==> config.mk <==
export PLATFORM = sky130hd
export DESIGN_NAME = key_filter_fsm
export DESIGN_NICKNAME = d
export VERILOG_FILES = /design/src/rtl/key_filter_pkg.sv /design/src/rtl/sync_2ff.sv /design/src/rtl/key_filter_fsm.sv
export SDC_FILE = /design/constraint.sdc
export NUM_CORES = 1
export LEC_CHECK = 0
export BUFFER_PORTS_ARGS = -buffer_cell sky130_fd_sc_hd__buf_2
export CORE_ASPECT_RATIO = 0.9
export CORE_UTILIZATION = 55
export CTS_BUF_LIST = sky130_fd_sc_hd__clkbuf_8
export DETAILED_ROUTE_END_ITERATION = 7
export PLACE_DENSITY = 0.72
export SYNTH_ARGS = -nofsm -noshare
export SYNTH_HDL_FRONTEND = slang
export SYNTH_SLANG_ARGS = --single-unit
==> constraint.sdc <==
create_clock -name sys_clk -period 5.5 [get_ports sys_clk]
set_input_delay 1.1 -clock sys_clk [delete_from_list [all_inputs] [get_ports sys_clk]]
set_output_delay 1.1 -clock sys_clk [all_outputs]
set_load 0.005 [all_outputs]
==> src/rtl/key_filter_pkg.sv <==
// Shared types and constants for the push-button filter and its helpers.
// The FSM state encoding is fixed so other blocks can decode it if needed.
package key_filter_pkg;

    localparam int CNT_W = 26;

    typedef enum logic [1:0] {
        IDLE      = 2'd0,
        PRESS_DEB = 2'd1,
        DOWN      = 2'd2,
        REL_DEB   = 2'd3
    } state_t;

    // Counter increment that sticks at all-ones instead of wrapping.
    function automatic logic [CNT_W-1:0] sat_inc(input logic [CNT_W-1:0] v);
        return (&v) ? v : v + 1'b1;
    endfunction

endpackage

==> src/rtl/sync_2ff.sv <==
// Two-flop synchroniser for a single asynchronous input bit.
// RST_VAL lets the caller park the output at the input's idle level.
module sync_2ff #(
    parameter logic RST_VAL = 1'b0
) (
    input  logic clk,
    input  logic rst,
    input  logic d,
    output logic q
);

    logic meta_reg;

    always_ff @(posedge clk or posedge rst) begin
        if (rst) begin
            meta_reg <= RST_VAL;
            q        <= RST_VAL;
        end else begin
            meta_reg <= d;
            q        <= meta_reg;
        end
    end

endmodule

==> src/rtl/key_filter_fsm.sv <==
// Push-button debouncer: synchronises key_in, confirms press/release after a
// CNT_MAX-cycle stable window and emits single-cycle press/release/long pulses.
module key_filter_fsm
    import key_filter_pkg::*;
#(
    parameter int   CNT_MAX    = 999_999,
    parameter int   LONG_MAX   = 49_999_999,
    parameter logic KEY_ACTIVE = 1'b0
) (
    input  logic sys_clk,
    input  logic sys_rst,
    input  logic key_in,
    output logic key_flag,
    output logic key_rel,
    output logic key_long,
    output logic key_state
);

    localparam logic [CNT_W-1:0] DEB_LAST  = CNT_W'(CNT_MAX - 1);
    localparam logic [CNT_W-1:0] LONG_LAST = CNT_W'(LONG_MAX - 1);

    logic             key_s;
    logic             pressed;
    state_t           state_reg, state_next;
    logic [CNT_W-1:0] cnt_reg, cnt_next;
    logic             long_done_reg, long_done_next;
    logic             key_flag_next, key_rel_next, key_long_next, key_state_next;

    sync_2ff #(
        .RST_VAL (~KEY_ACTIVE)
    ) u_sync (
        .clk (sys_clk),
        .rst (sys_rst),
        .d   (key_in),
        .q   (key_s)
    );

    assign pressed = (key_s == KEY_ACTIVE);

    always_ff @(posedge sys_clk or posedge sys_rst) begin
        if (sys_rst) begin
            state_reg     <= IDLE;
            cnt_reg       <= '0;
            long_done_reg <= 1'b0;
            key_flag      <= 1'b0;
            key_rel       <= 1'b0;
            key_long      <= 1'b0;
            key_state     <= 1'b0;
        end else begin
            state_reg     <= state_next;
            cnt_reg       <= cnt_next;
            long_done_reg <= long_done_next;
            key_flag      <= key_flag_next;
            key_rel       <= key_rel_next;
            key_long      <= key_long_next;
            key_state     <= key_state_next;
        end
    end

    always_comb begin
        state_next     = state_reg;
        cnt_next       = sat_inc(cnt_reg);
        long_done_next = long_done_reg;
        key_flag_next  = 1'b0;
        key_rel_next   = 1'b0;
        key_long_next  = 1'b0;
        key_state_next = key_state;

        case (state_reg)
            IDLE: begin
                cnt_next = '0;
                if (pressed) begin
                    state_next = PRESS_DEB;
                end
            end

            PRESS_DEB: begin
                if (!pressed) begin
                    state_next = IDLE;
                    cnt_next   = '0;
                end else if (cnt_reg == DEB_LAST) begin
                    state_next     = DOWN;
                    cnt_next       = '0;
                    key_flag_next  = 1'b1;
                    key_state_next = 1'b1;
                end
            end

            DOWN: begin
                if (!pressed) begin
                    state_next = REL_DEB;
                    cnt_next   = '0;
                end else if (long_done_reg) begin
                    cnt_next = cnt_reg;
                end else if (cnt_reg == LONG_LAST) begin
                    // Freeze the count so the long pulse cannot repeat this press.
                    cnt_next       = cnt_reg;
                    key_long_next  = 1'b1;
                    long_done_next = 1'b1;
                end
            end

            REL_DEB: begin
                if (pressed) begin
                    // Release bounce: back to DOWN with the press still owned.
                    state_next = DOWN;
                    cnt_next   = '0;
                end else if (cnt_reg == DEB_LAST) begin
                    state_next     = IDLE;
                    cnt_next       = '0;
                    key_rel_next   = 1'b1;
                    key_state_next = 1'b0;
                    long_done_next = 1'b0;
                end
            end

            default: begin
                state_next     = IDLE;
                cnt_next       = '0;
                long_done_next = 1'b0;
                key_state_next = 1'b0;
            end
        endcase
    end

endmodule

==> results.toml <==
[timing]
rsz0062_at_grt = "false"
finalSetupTns_ns = 0
slew_headroom_pct = 38.76
hold_viol_final = 0
hold_ws_ns = 0.3590
timing.fmax_mhz = 341.0
slew_violations = 0
worst_pin_slew_ns = 0.9156
skew_ns = 0.009470
min_period_ns = 2.932
finalSetupViolations = 0
min_period_over_period_pct = 53.31

[route]
antenna_left = 0
first_pass_iters = 4
wl_um = 5055
routed-via-count = 1938
avgViaCountPerCell = 6.897
drt_iter0_markers = 199
drc_errors = 0
routedWlPerCell_um = 17.99

[worst_setup_path]
required_ns = 5.67
crit_type = "register to register"
critPathArrivalTime_ns = 3.11
end_kind = "register"
path_max_fanout = 35
setup.worst_path.start_class = "register"

[global_route]
grt.overflow.total = 0
grt_pass1_wl_um = 8452
met2_usage_pct = 41.02
grt_usage_pct = 27.97
grt_use_met3_pct = 5.827
antenna_found_initial = 0
grt_pass1_vias = 1715
top_usage_layer = "met2"
grtUsageMet1_pct = 40.35
grt_max_degree = 38

[synthesis]
synthDistinctLibCells = 43
synthArstFlopShare_pct = 100.0
dominantRegCellSynth = "dfrtp_1"
synth_edf_count = 0
syn_area_mm2 = 0.002125
synthesis.nets = 233
yosysSeqAreaShare_pct = 41.34
synthCells = 228
synth_seq_cells = 35
yosys_warnings = 0
syn_avg_cell_area_um2 = 9.318

[placement]
dp_hpwl_um = 3504
gp_congestion = 0.9176
port_buffers = 6

[power]
leakagePower_uw = 0.0008155
power_uw = 514.3
power_density_mw_per_mm2 = 224.6
ir_worst_vdd_uv = 131.2

[cts]
clkLatencyLatePin_ns = 0.29
post_cts_buffers = 0
cts_tree = "built"
cts_resized = 0
clockRootBuffer = "clkbuf_8"
clk_pin_slew_ns = 0.07
clock-sinks = 35
max-clock-path-buffers = 2
numCtsBuffers = 5
holdBufCountCts = 0
h-tree-depth = 2

[die]
die_h_um = 60.96
placementRows = 21
initial_core_util_pct = 57.35
dieArea_mm2 = 0.004116
coreArea_mm2 = 0.003705
die_w_um = 67.52
ioPinCount = 7

[layout]
finalNetCount = 239
mostFrequentLayoutCells = "dfrtp_1, a21oi_1, o31ai_1"
diodes = 0
drive_above_1_share_pct = 10.64
largest_reg_flops = 26
regArea_um2 = 878.3
n_fill_cell = 309
multi_input_area_mm2 = 0.001154
areaGrowthSynthToFinish_pct = 7.774
layout_commonest_cell = "dfrtp_1"

[run_status]
status = "completed"

[job]
maxCapViolations = 0

[hold_path]
hp-class = "register to register"
-- synthesized netlist by cell type, types with 5 or more instances --
| cell | instances | area share [%] |
|---|---|---|
| nand2_1 | 15 | 2.6 |
| and4_1 | 6 | 2.5 |
| o31ai_1 | 22 | 7.8 |
| nor4_1 | 5 | 1.5 |
| or4_1 | 21 | 7.4 |
| a21oi_1 | 26 | 6.1 |
| nor3_1 | 6 | 1.4 |
| nand3_1 | 8 | 1.9 |
| dfrtp_1 | 33 | 39 |
| nand4_1 | 15 | 4.4 |
| and3_1 | 5 | 1.5 |
| or3_1 | 5 | 1.5 |
| nor2_1 | 8 | 1.4 |
| o21ai_0 | 5 | 1.2 |
| inv_1 | 8 | 1.4 |
-- critical path, cell delays in order, from the launching register on --
cell      delay [ns]
dfrtp_1         0.44
inv_1           0.08
ha_1            0.14
or4b_1          0.48
nor4_2          0.39
a22o_1          0.49
buf_4           0.39
nor3_1          0.10
o2bb2a_1        0.30
-- path summary, 6_finish.rpt --
path	start	endpoint	slack, ns	cells past startpoint
max	cnt_reg[0]$_DFFE_PP0P_	cnt_reg[24]$_DFFE_PP0P_	2.57	8
min	u_sync.meta_reg$_DFF_PP1_	u_sync.q$_DFF_PP1_	0.36	0
max reg2reg	cnt_reg[0]$_DFFE_PP0P_	cnt_reg[24]$_DFFE_PP0P_	2.57	8
min reg2reg	u_sync.meta_reg$_DFF_PP1_	u_sync.q$_DFF_PP1_	0.36	0
max in group asynchronous	sys_rst	u_sync.q$_DFF_PP1_	4.26	3
min in group asynchronous	sys_rst	key_state$_DFFE_PP0P_	0.90	3
-- cell families after synthesis --
family | count (synthesis) | synth area share, %
AO/OA/AOI/OAI | 64 | 20.02
XOR/XNOR | 1 | 0.4123
AND/OR/NAND/NOR | 108 | 32.45
flip-flops | 35 | 41.34
buffers and inverters | 18 | 4.593
adder cells (fa/ha/maj) | 2 | 1.178
-- layout make-up --
type	count	area share (%)
Clock buffer	6	3.607
Clock inverter	2	1.530
Inverter	8	1.311
Multi-Input combinational cell	175	50.38
Sequential cell	35	38.36
Tap cell	46	2.514
Timing Repair Buffer	9	2.295
-- layer usage --
layer | part of all wire (%) | vias up
met5 | 0 | -
met2 | 46 | 42
met3 | 4.6 | 5
li1 | - | 935
met4 | 0.95 | 0
met1 | 48 | 956
-- metrics by stage --
step	worst slack (ns)	util [%]	area, um2	cells
global route	2.401	61.80	2290	281
global placement	2.648	58.63	2172	273
finish	2.568	61.80	2290	281
floorplan	3.181	-	2125	228
CTS	2.603	61.80	2290	281
detailed placement	2.615	58.63	2172	273
-- power by group --
| part | leakage (uW) | switching, uW | internal (uW) |
|---|---|---|---|
| clock network | 0.0000612 | 90.5 | 147 |
| logic | 0.000275 | 10.5 | 4.22 |
| registers | 0.000479 | 2.83 | 260 |
No activity file was read; power rests on OpenSTA's default activity.
